## src/rtl/fetch_prefetch_queue_pkg.sv

```systemverilog
// Shared architectural constants and the fetch FSM state type for the prefetch unit.
package fetch_prefetch_queue_pkg;

  localparam int unsigned    DEF_DEPTH      = 4;
  localparam int unsigned    DEF_ADDR_WIDTH = 32;
  localparam int unsigned    DEF_DATA_WIDTH = 32;
  localparam int unsigned    DEF_PC_STEP    = 1;
  localparam longint unsigned DEF_RESET_PC  = 0;
  localparam longint unsigned NOP_INSTR     = 0;

  typedef enum logic [1:0] {
    ST_BOOT = 2'd0,
    ST_RUN  = 2'd1,
    ST_HOLD = 2'd2
  } fetch_state_e;

  function automatic int cnt_width(input int depth);
    return $clog2(depth) + 1;
  endfunction

endpackage

```

## src/rtl/fetch_prefetch_queue_if.sv

```systemverilog
// Fetch-side bundle: control in, memory read port 0, and the valid/ready issue port.
interface fetch_prefetch_queue_if
  import fetch_prefetch_queue_pkg::*;
#(
  parameter int ADDR_WIDTH = DEF_ADDR_WIDTH,
  parameter int DATA_WIDTH = DEF_DATA_WIDTH,
  parameter int DEPTH      = DEF_DEPTH
);
  localparam int CW = cnt_width(DEPTH);

  logic                  fetch_en;
  logic                  redirect;
  logic [ADDR_WIDTH-1:0] redirect_addr;
  logic                  mem_read_en;
  logic [ADDR_WIDTH-1:0] mem_read_addr;
  logic [DATA_WIDTH-1:0] mem_read_data;
  logic                  instr_valid;
  logic                  instr_ready;
  logic [DATA_WIDTH-1:0] instr_out;
  logic [ADDR_WIDTH-1:0] instr_pc;
  logic [CW-1:0]         occupancy;

  modport master (
    input  fetch_en, redirect, redirect_addr, mem_read_data, instr_ready,
    output mem_read_en, mem_read_addr, instr_valid, instr_out, instr_pc, occupancy
  );

  modport slave (
    output fetch_en, redirect, redirect_addr, mem_read_data, instr_ready,
    input  mem_read_en, mem_read_addr, instr_valid, instr_out, instr_pc, occupancy
  );

endinterface

```

## src/rtl/fetch_prefetch_queue_fetch_queue.sv

```systemverilog
// Synchronous FIFO of {instr, pc}; head is visible combinationally, push/pop take effect at the edge.
// Pointers carry one extra wrap bit so full and empty are distinguishable without a counter.
module fetch_queue
  import fetch_prefetch_queue_pkg::*;
#(
  parameter int DEPTH = DEF_DEPTH,
  parameter int WIDTH = 64
) (
  input  logic                   clk,
  input  logic                   rst,
  input  logic                   i_push,
  input  logic [WIDTH-1:0]       i_dat,
  input  logic                   i_pop,
  input  logic                   i_flush,
  output logic [WIDTH-1:0]       o_dat,
  output logic                   o_full,
  output logic                   o_empty,
  output logic [$clog2(DEPTH):0] o_count
);
  localparam int AW = $clog2(DEPTH);

  logic [WIDTH-1:0] r_mem [DEPTH];
  logic [AW:0]      r_wr_ptr;
  logic [AW:0]      r_rd_ptr;
  logic             w_do_push;
  logic             w_do_pop;

  assign o_empty   = (r_wr_ptr == r_rd_ptr);
  assign o_full    = (r_wr_ptr[AW] != r_rd_ptr[AW]) && (r_wr_ptr[AW-1:0] == r_rd_ptr[AW-1:0]);
  assign o_count   = r_wr_ptr - r_rd_ptr;
  assign o_dat     = r_mem[r_rd_ptr[AW-1:0]];
  // A pop in the same cycle frees the slot a push into a full queue needs.
  assign w_do_push = i_push && (!o_full || i_pop);
  assign w_do_pop  = i_pop && !o_empty;

  always_ff @(posedge clk) begin
    if (!rst || i_flush) begin
      r_wr_ptr <= '0;
      r_rd_ptr <= '0;
    end else begin
      if (w_do_push) r_wr_ptr <= r_wr_ptr + 1'b1;
      if (w_do_pop)  r_rd_ptr <= r_rd_ptr + 1'b1;
    end
  end

  always_ff @(posedge clk) begin
    if (w_do_push) r_mem[r_wr_ptr[AW-1:0]] <= i_dat;
  end

endmodule

```

## src/rtl/fetch_prefetch_queue.sv

```systemverilog
// Sequential instruction prefetch into a small queue: request-to-instr_valid is 2 cycles.
// Requests are credit-limited by queue occupancy plus the in-flight read; issue backpressure is instr_ready.
module fetch_prefetch_queue
  import fetch_prefetch_queue_pkg::*;
#(
  parameter int                    DEPTH      = DEF_DEPTH,
  parameter int                    ADDR_WIDTH = DEF_ADDR_WIDTH,
  parameter int                    DATA_WIDTH = DEF_DATA_WIDTH,
  parameter int unsigned           PC_STEP    = DEF_PC_STEP,
  parameter logic [ADDR_WIDTH-1:0] RESET_PC   = ADDR_WIDTH'(DEF_RESET_PC)
) (
  input logic                    clk,
  input logic                    rst,
  fetch_prefetch_queue_if.master bus
);
  localparam int CW = cnt_width(DEPTH);

  typedef struct packed {
    logic [DATA_WIDTH-1:0] instr;
    logic [ADDR_WIDTH-1:0] pc;
  } entry_t;

  fetch_state_e          r_state;
  fetch_state_e          w_state_nxt;
  logic [ADDR_WIDTH-1:0] r_fetch_pc;
  logic [ADDR_WIDTH-1:0] r_inflight_pc;
  logic                  r_inflight_v;
  logic                  w_req;
  logic                  w_push;
  logic                  w_pop;
  logic                  w_valid;
  logic                  w_full;
  logic                  w_empty;
  logic [CW-1:0]         w_count;
  logic [CW:0]           w_credit_used;
  entry_t                w_head;
  entry_t                w_wr_entry;

  always_comb begin
    w_state_nxt = r_state;
    unique case (r_state)
      ST_BOOT: w_state_nxt = bus.fetch_en ? ST_RUN : ST_HOLD;
      ST_RUN:  if (!bus.fetch_en) w_state_nxt = ST_HOLD;
      ST_HOLD: if (bus.fetch_en)  w_state_nxt = ST_RUN;
      default: w_state_nxt = ST_BOOT;
    endcase
    if (bus.redirect) w_state_nxt = bus.fetch_en ? ST_RUN : ST_HOLD;
  end

  always_ff @(posedge clk) begin
    if (!rst) r_state <= ST_BOOT;
    else      r_state <= w_state_nxt;
  end

  // Occupancy is taken before this cycle's dequeue, so a granted read always has a slot waiting.
  assign w_credit_used = {1'b0, w_count} + {{CW{1'b0}}, r_inflight_v};
  assign w_req         = (r_state == ST_RUN) && !bus.redirect && (w_credit_used < (CW+1)'(DEPTH));
  assign w_push        = r_inflight_v && !bus.redirect;
  assign w_valid       = !w_empty && !bus.redirect;
  assign w_pop         = w_valid && bus.instr_ready;
  assign w_wr_entry    = '{instr: bus.mem_read_data, pc: r_inflight_pc};

  always_ff @(posedge clk) begin
    if (!rst) begin
      r_fetch_pc    <= RESET_PC;
      r_inflight_v  <= 1'b0;
      r_inflight_pc <= '0;
    end else if (bus.redirect) begin
      r_fetch_pc   <= bus.redirect_addr;
      r_inflight_v <= 1'b0;
    end else begin
      r_inflight_v <= w_req;
      if (w_req) begin
        r_fetch_pc    <= r_fetch_pc + ADDR_WIDTH'(PC_STEP);
        r_inflight_pc <= r_fetch_pc;
      end
    end
  end

  fetch_queue #(
    .DEPTH (DEPTH),
    .WIDTH ($bits(entry_t))
  ) u_queue (
    .clk     (clk),
    .rst     (rst),
    .i_push  (w_push),
    .i_dat   (w_wr_entry),
    .i_pop   (w_pop),
    .i_flush (bus.redirect),
    .o_dat   (w_head),
    .o_full  (w_full),
    .o_empty (w_empty),
    .o_count (w_count)
  );

  a_no_overflow: assert property (@(posedge clk) disable iff (!rst) (w_push && w_full) |-> w_pop);

  assign bus.mem_read_en   = w_req;
  assign bus.mem_read_addr = r_fetch_pc;
  assign bus.instr_valid   = w_valid;
  assign bus.instr_out     = w_empty ? DATA_WIDTH'(NOP_INSTR) : w_head.instr;
  assign bus.instr_pc      = w_empty ? '0 : w_head.pc;
  assign bus.occupancy     = w_count;

endmodule

```

## src/flat_wrapper.sv

```systemverilog
// flat-port wrapper written by rule: the top's interface ports become plain ports
module fetch_prefetch_queue_flat import fetch_prefetch_queue_pkg::*;
#(
  parameter int                    DEPTH      = DEF_DEPTH,
  parameter int                    ADDR_WIDTH = DEF_ADDR_WIDTH,
  parameter int                    DATA_WIDTH = DEF_DATA_WIDTH,
  parameter int unsigned           PC_STEP    = DEF_PC_STEP,
  parameter logic [ADDR_WIDTH-1:0] RESET_PC   = ADDR_WIDTH'(DEF_RESET_PC)
)
  (clk, rst, bus_fetch_en, bus_redirect, bus_redirect_addr, bus_mem_read_data, bus_instr_ready, bus_mem_read_en, bus_mem_read_addr, bus_instr_valid, bus_instr_out, bus_instr_pc, bus_occupancy);
  fetch_prefetch_queue_if #(.ADDR_WIDTH(ADDR_WIDTH), .DATA_WIDTH(DATA_WIDTH), .DEPTH(DEPTH)) bus_i ();
  input logic clk;
  input logic rst;
  input wire logic [$bits(bus_i.fetch_en)-1:0] bus_fetch_en;
  input wire logic [$bits(bus_i.redirect)-1:0] bus_redirect;
  input wire logic [$bits(bus_i.redirect_addr)-1:0] bus_redirect_addr;
  input wire logic [$bits(bus_i.mem_read_data)-1:0] bus_mem_read_data;
  input wire logic [$bits(bus_i.instr_ready)-1:0] bus_instr_ready;
  output wire logic [$bits(bus_i.mem_read_en)-1:0] bus_mem_read_en;
  output wire logic [$bits(bus_i.mem_read_addr)-1:0] bus_mem_read_addr;
  output wire logic [$bits(bus_i.instr_valid)-1:0] bus_instr_valid;
  output wire logic [$bits(bus_i.instr_out)-1:0] bus_instr_out;
  output wire logic [$bits(bus_i.instr_pc)-1:0] bus_instr_pc;
  output wire logic [$bits(bus_i.occupancy)-1:0] bus_occupancy;
  assign bus_i.fetch_en = bus_fetch_en;
  assign bus_i.redirect = bus_redirect;
  assign bus_i.redirect_addr = bus_redirect_addr;
  assign bus_i.mem_read_data = bus_mem_read_data;
  assign bus_i.instr_ready = bus_instr_ready;
  assign bus_mem_read_en = bus_i.mem_read_en;
  assign bus_mem_read_addr = bus_i.mem_read_addr;
  assign bus_instr_valid = bus_i.instr_valid;
  assign bus_instr_out = bus_i.instr_out;
  assign bus_instr_pc = bus_i.instr_pc;
  assign bus_occupancy = bus_i.occupancy;
  fetch_prefetch_queue #(.DEPTH(DEPTH), .ADDR_WIDTH(ADDR_WIDTH), .DATA_WIDTH(DATA_WIDTH), .PC_STEP(PC_STEP), .RESET_PC(RESET_PC)) u_core (.clk(clk), .rst(rst), .bus(bus_i));
endmodule
```

## config.mk

```make
export PLATFORM = sky130hd
export DESIGN_NAME = fetch_prefetch_queue_flat
export DESIGN_NICKNAME = d
export VERILOG_FILES = /design/src/rtl/fetch_prefetch_queue_pkg.sv /design/src/rtl/fetch_prefetch_queue_if.sv /design/src/rtl/fetch_prefetch_queue_fetch_queue.sv /design/src/rtl/fetch_prefetch_queue.sv /design/src/flat_wrapper.sv
export SDC_FILE = /design/constraint.sdc
export NUM_CORES = 1
export LEC_CHECK = 0
export BUFFER_PORTS_ARGS = -buffer_cell sky130_fd_sc_hd__buf_4
export CORE_MARGIN = 2
export CORE_UTILIZATION = 45
export DETAILED_ROUTE_END_ITERATION = 12
export PLACE_DENSITY = 0.65
export SLEW_MARGIN = 0
export SYNTH_ARGS = -nofsm -noshare
export SYNTH_HDL_FRONTEND = slang
export SYNTH_HIERARCHICAL = 1
export SYNTH_SLANG_ARGS = --single-unit
```

## constraint.sdc

```tcl
create_clock -name clk -period 10.7 [get_ports clk]
set_input_delay 2.14 -clock clk [delete_from_list [all_inputs] [get_ports clk]]
set_output_delay 2.14 -clock clk [all_outputs]
set_load 0.01 [all_outputs]
```

==> results.ini, run 1 <==
[status]
status=finished, final reports clean

[clocking]
cts_hold_buffers=0
h-tree-depth=2
worstSkewPairLatency_ns=0.50
cts_tree=built
root_buffer=clkbuf_16
path_clk_slew_ns=0.05
clockBufferDepth=3
cts_buffers=36
clock_sinks=331
cts_resized=0
cts_setup_buffers=0

[layout]
drive_gt1_share_pct=29.4
nNetsFinal=1103
post-route-util_pct=55.3
fillerInstances=2361
synthToLayoutAreaGrowth_pct=20.2
antenna-diode-count=0
layoutNonFillerInstCount=1434

[drt]
drtPass1Iterations=5
vias_per_cell=5.42
via_count=7766
ant_nets=0
drc=0
wire_per_inst_um=19.7
totalWireLength_mm=28.2
drtIter0Drc=635

[synth]
synth-warning-count=6
avgSynthCellArea_um2=15.4
syn_area_um2=13300
syn_inst=863
syn_nets=941

[run]
max-cap-violations=0

[floorplan]
die-height_um=176
coreArea_um2=28900
die_width_um=176
initial_core_util_pct=46.0
num_rows=62
boundaryPins=170
dieArea_um2=31000

[power_and_ir_drop]
cellPowerDensity_nw_per_um2=165
leakage_nw=5.20
ir_drop_mv=0.100
total_power_mw=2.64

[critical_path]
worstSetupEndpointType=output port
worstPathMaxFanout=63
critPathArrivalTime_ns=3.78
cp.required_ns=8.56
path_class=in2out
start_kind=input port

[grt]
grt_max_degree=67
antenna_found_initial=0
track_usage_pct=18.2
overflow=0
grt_pass1_vias=7754
grt_pass1_wl_mm=43.9

[timing]
hold_viol_final=0
fin_crit_sh_pct=55.3
final_max_slew_viol_count=0
fmax_mhz=169
grt_setup_unrepaired=no
period_needed_ns=5.92
setup_viol_count_final=0
fin_tns_setup_ns=0
tightest_slew_ns=1.07
max_slew_margin_pct=28.5
fin_skew_ns=0.0143

[place]
gp_congestion=0.833
portBuffers=169
dp_cells=1371
dp_hpwl_mm=16.5

[min_path]
hold_class=reg2reg

-- worst max-delay path, cell delays in order --
cell    delay, ns
buf_4        0.24
or4b_1       0.54
a31o_2       0.22
buf_4        0.32
inv_2        0.15
buf_4        0.13
-- state kept, by name, summed over array words and instances, names as in the netlist, named ones only --
signal and flops:
u_core/u_queue/r_mem 256, u_core/u_queue/r_rd_ptr 3, u_core/u_queue/r_wr_ptr 3, u_core/r_inflight_pc 32
u_core/r_inflight_v 1, u_core/r_state 2, u_core/bus.mem_read_addr 32
-- per-stage QoR --
stage	worst slack, ns	hold slack [ns]	cell area, um^2
5_1_grt	4.67	0.519	16000
2_1_floorplan	3.94	0.460	13300
3_5_place_dp	4.80	0.493	14900
6_report	4.78	0.498	16000
3_3_place_gp	4.79	0.480	14900
4_1_cts	4.80	0.501	16000
-- power by group --
part | internal (mW) | leakage (nW) | switching (mW)
Sequential | 1.39 | 2.75 | 0.0186
Combinational | 0.0395 | 1.91 | 0.0423
Clock | 0.678 | 0.540 | 0.471
Total | 2.11 | 5.20 | 0.532
-- area by class of cell --
cell class,count,area [um^2],share of cell area [%]
Clock inverter,16,108,0.672
Tap cell,384,480,3.00
Inverter,16,60.1,0.375
Clock buffer,47,993,6.20
Multi-Input combinational cell,463,3850,24.0
Timing Repair Buffer,177,1330,8.30
Sequential cell,331,9200,57.4
-- layer usage --
metal  up-vias  global-route usage [%]  wire length [um]
li1       3636                       -                 -
met1      3811                    26.3             12800
met2       278                    29.0             13100
met3        41                    3.29              1890
met4         0                    4.06               443
met5         -                       0                 0
-- worst paths after layout --
kind	to	slack [ns]	cells past startpoint	from
worst max register to register	u_core/bus.mem_read_addr[21]	7.06	12	u_core/u_queue/r_wr_ptr[0]
worst max-delay path	bus_mem_read_en	4.78	6	bus_redirect
worst min-delay path	u_core/u_queue/r_wr_ptr[0]	0.50	2	u_core/u_queue/r_wr_ptr[0]
worst min register to register	u_core/u_queue/r_wr_ptr[0]	0.50	2	u_core/u_queue/r_wr_ptr[0]
-- cell usage in the layout (no fill, tap or decap), types with 3 or more instances in the layout --
master	n
edfxtp_1	256
buf_4	177
nand2_1	101
dfxtp_1	73
a21oi_1	68
nor2b_1	66
mux4_2	64
clkbuf_16	37
inv_1	15
nand4_1	13
o21ai_0	12
nand3_1	11
nor2_1	9
and3_1	8
xnor2_1	8
nor4_1	8
ha_1	8
clkinv_2	7
clkbuf_1	7
and2_1	7
o211ai_1	7
a31oi_1	7
mux2i_1	6
clkinv_1	5
nand2b_1	5
and4_1	4
clkbuf_8	3
nor4b_1	3
mux2_2	3
o31a_1	3
a22oi_1	3
o311ai_0	3
and2_4	3
(Power assumes the default switching activity.)
==> run 2: changes to the inputs <==
--- a/config.mk
+++ b/config.mk
@@ -9,7 +9,7 @@
 export CORE_MARGIN = 2
 export CORE_UTILIZATION = 45
 export DETAILED_ROUTE_END_ITERATION = 12
-export PLACE_DENSITY = 0.65
+export PLACE_DENSITY = 0.67
 export SLEW_MARGIN = 0
 export SYNTH_ARGS = -nofsm -noshare
 export SYNTH_HDL_FRONTEND = slang
==> constraint.sdc (replaced) <==
create_clock -name clk -period 5 [get_ports clk]
set_input_delay 1 -clock clk [delete_from_list [all_inputs] [get_ports clk]]
set_output_delay 1 -clock clk [all_outputs]
set_load 0.01 [all_outputs]
==> run 2 against run 1 <==
Sequential cell count unchanged. Register-to-register slack got worse by 5.4 ns. Largest cell class unchanged. Non-clock buffer count is 2 lower. Clock power up 130%. Critical endpoint unchanged. Worst hold slack gained 0.00085 ns. Cell area is 0.45% higher. Sequential share of layout area fell by 0.25 points. Critical path type is now reg2out. First-iteration DRC count shrank 6.6%. Routed wire length down 1.3%. Die area stayed put.
==> results.ini, run 2 (synthesized netlist as in run 1, its figures left out) <==
[layout]
largest_reg_flops=256  ; unchanged
antenna-diode-count=0  ; unchanged
final_cell_mix=edfxtp_1 (256), buf_4 (174), nand2_1 (101)
final_common_cell=edfxtp_1
nNetsFinal=1100  ; -0.27%
synthToLayoutAreaGrowth_pct=20.8
final_cell_area_um2=16100  ; +0.45%
layoutNonFillerInstCount=1428  ; -0.42%
drive_gt1_share_pct=29.3  ; -0.12 points

[timing]
setup_viol_count_final=0  ; unchanged
final_max_slew_viol_count=0  ; unchanged
max_slew_margin_pct=29.1  ; +0.66 points
tightest_slew_ns=1.06  ; -0.00991 ns
fin_tns_setup_ns=0  ; unchanged
fin_crit_sh_pct=73.4
fin_skew_ns=0.0117  ; -0.00264 ns
grt_setup_unrepaired=no
hold_viol_final=0  ; unchanged
period_needed_ns=3.67
fmax_mhz=272

[drt]
ant_nets=0  ; unchanged
drc=0  ; unchanged
totalWireLength_mm=27.8  ; -1.3%
drtIter0Drc=593  ; -6.6%
drtPass1Iterations=5  ; unchanged
wire_per_inst_um=19.5  ; -0.89%
via_count=7844  ; +1.0%
vias_per_cell=5.49  ; +1.4%

[floorplan]
die_width_um=176  ; unchanged
initial_core_util_pct=46.0  ; unchanged
die-height_um=176  ; unchanged
dieArea_um2=31000  ; unchanged
coreArea_um2=28900  ; unchanged
num_rows=62  ; unchanged
boundaryPins=170  ; unchanged

[min_path]
holdPathStages=2  ; unchanged
hold_end=u_core/r_inflight_pc[4]
hold_class=reg2reg
min_from=u_core/r_inflight_pc[4]

[clocking]
h-tree-depth=2  ; unchanged
cts_tree=built
cts_buffers=35  ; -2.8%
clockBufferDepth=3  ; unchanged
cts_hold_buffers=0  ; unchanged
path_clk_slew_ns=0.06  ; about the same
root_buffer=clkbuf_16
cts_setup_buffers=0  ; unchanged
clock_sinks=331  ; unchanged
worstSkewPairLatency_ns=0.50  ; about the same
cts_resized=0  ; unchanged

[critical_path]
rr_worst_depth=10  ; -2
r2r_slack_ns=1.69  ; -5.37 ns
worstSetupEndpointType=output port
cp.required_ns=4.00  ; -4.56 ns
critPathArrivalTime_ns=2.67  ; -1.11 ns
path_class=reg2out
regToRegEndpoint=u_core/bus.mem_read_addr[30]
start_kind=register
r2r_start=u_core/u_queue/r_wr_ptr[0]
worstPathMaxFanout=4  ; -94%

[power_and_ir_drop]
seq_power_share_pct=52.0  ; -1.3 points
ir_drop_mv=0.181  ; +80%
share_comb_of_total_power_pct=3.0  ; about the same
cellInternalPower_mw=4.67  ; +120%
power_switching_mw=1.12  ; +110%
switching_share_pct=19.3  ; -0.88 points
clock_power_share_pct=45.0  ; +1.4 points
leakage_nw=5.23  ; +0.59%
cellPowerDensity_nw_per_um2=360  ; +120%

[grt]
grt_util_met1_pct=26.9  ; +0.63 points
grt_use_met3_pct=2.93  ; -0.37 points
track_usage_pct=18.2  ; about the same
grt_pass1_vias=7924  ; +2.2%
overflow=0  ; unchanged
antenna_found_initial=0  ; unchanged
grt_max_degree=66  ; -1.5%
top_usage_layer=met2
grt_util_met2_pct=28.2  ; -0.77 points
grt_pass1_wl_mm=44.0  ; +0.14%

[run]
max-cap-violations=0  ; unchanged

[place]
gp_congestion=0.881  ; +5.8%
dp_cells=1369  ; -0.15%
portBuffers=169  ; unchanged
dp_hpwl_mm=16.5  ; +0.15%
place_area_um2=14900  ; about the same

[status]
status=finished, final reports clean

run 2: cell types whose count changed in the layout (fill, tap and decap cells not counted), sizes merged:
cell | previous run | this run
bufinv | 1 | 4
buf | 177 | 175
clkbuf | 47 | 45
clkinv | 12 | 10
clkinvlp | 2 | 0
inv | 17 | 16
run 2: routing by layer:
layer	share of wire (%)	wire, um
met2	46	12800
met4	2.0	563
met3	6.6	1820
met5	0	0
met1	45	12600
run 2: through the flow:
| step | power (mW) | utilization [%] | worst slack [ns] | hold WS (ns) |
|---|---|---|---|---|
| after global routing | 5.98 | 55.6 | 1.21 | 0.529 |
| after global placement | 3.24 | 51.5 | 1.64 | 0.481 |
| after CTS | 5.85 | 55.6 | 1.31 | 0.500 |
| after detailed placement | 3.24 | 51.5 | 1.62 | 0.491 |
| final | 5.79 | 55.6 | 1.33 | 0.499 |
| after floorplan | 3.13 | - | 0.824 | 0.460 |
run 2: layout make-up:
type                            count  area, um^2
Sequential cell                   331        9200
Timing Repair Buffer              175        1330
Clock inverter                     14         168
Tap cell                          384         480
Fill cell                        2317       12900
Multi-Input combinational cell    463        3850
Clock buffer                       45        1010
Inverter                           16        60.1
run 2: critical path: stages, from the launching register on:
cell and delay, ns:
dfxtp_1 0.38, inv_1 0.11, ha_1 0.22, fa_1 0.37
xnor2_1 0.16, or4b_1 0.47, a31o_2 0.28, inv_2 0.08
buf_4 0.11
run 2: how the worst max path moves through the flow:
stage	start	slack, ns	end	cells after the start
final	u_core/u_queue/r_wr_ptr[0]	1.33	bus_mem_read_en	8
after CTS	u_core/u_queue/r_wr_ptr[0]	1.31	bus_mem_read_en	8
after global routing	u_core/u_queue/r_wr_ptr[0]	1.21	bus_mem_read_en	8
after global placement	bus_redirect	1.64	u_core/bus.mem_read_addr[30]	7
after floorplan	bus_redirect	0.82	u_core/u_queue/r_mem[3][0]	6
after detailed placement	bus_redirect	1.62	u_core/bus.mem_read_addr[30]	7
run 2: power groups by stage:
stage,combinational (mW),sequential (mW),clock (mW)
global placement,0.172,3.07,0
CTS,0.175,3.01,2.67
detailed placement,0.174,3.07,0
finish,0.175,3.01,2.61
global route,0.192,3.01,2.77
floorplan,0.0746,3.06,0
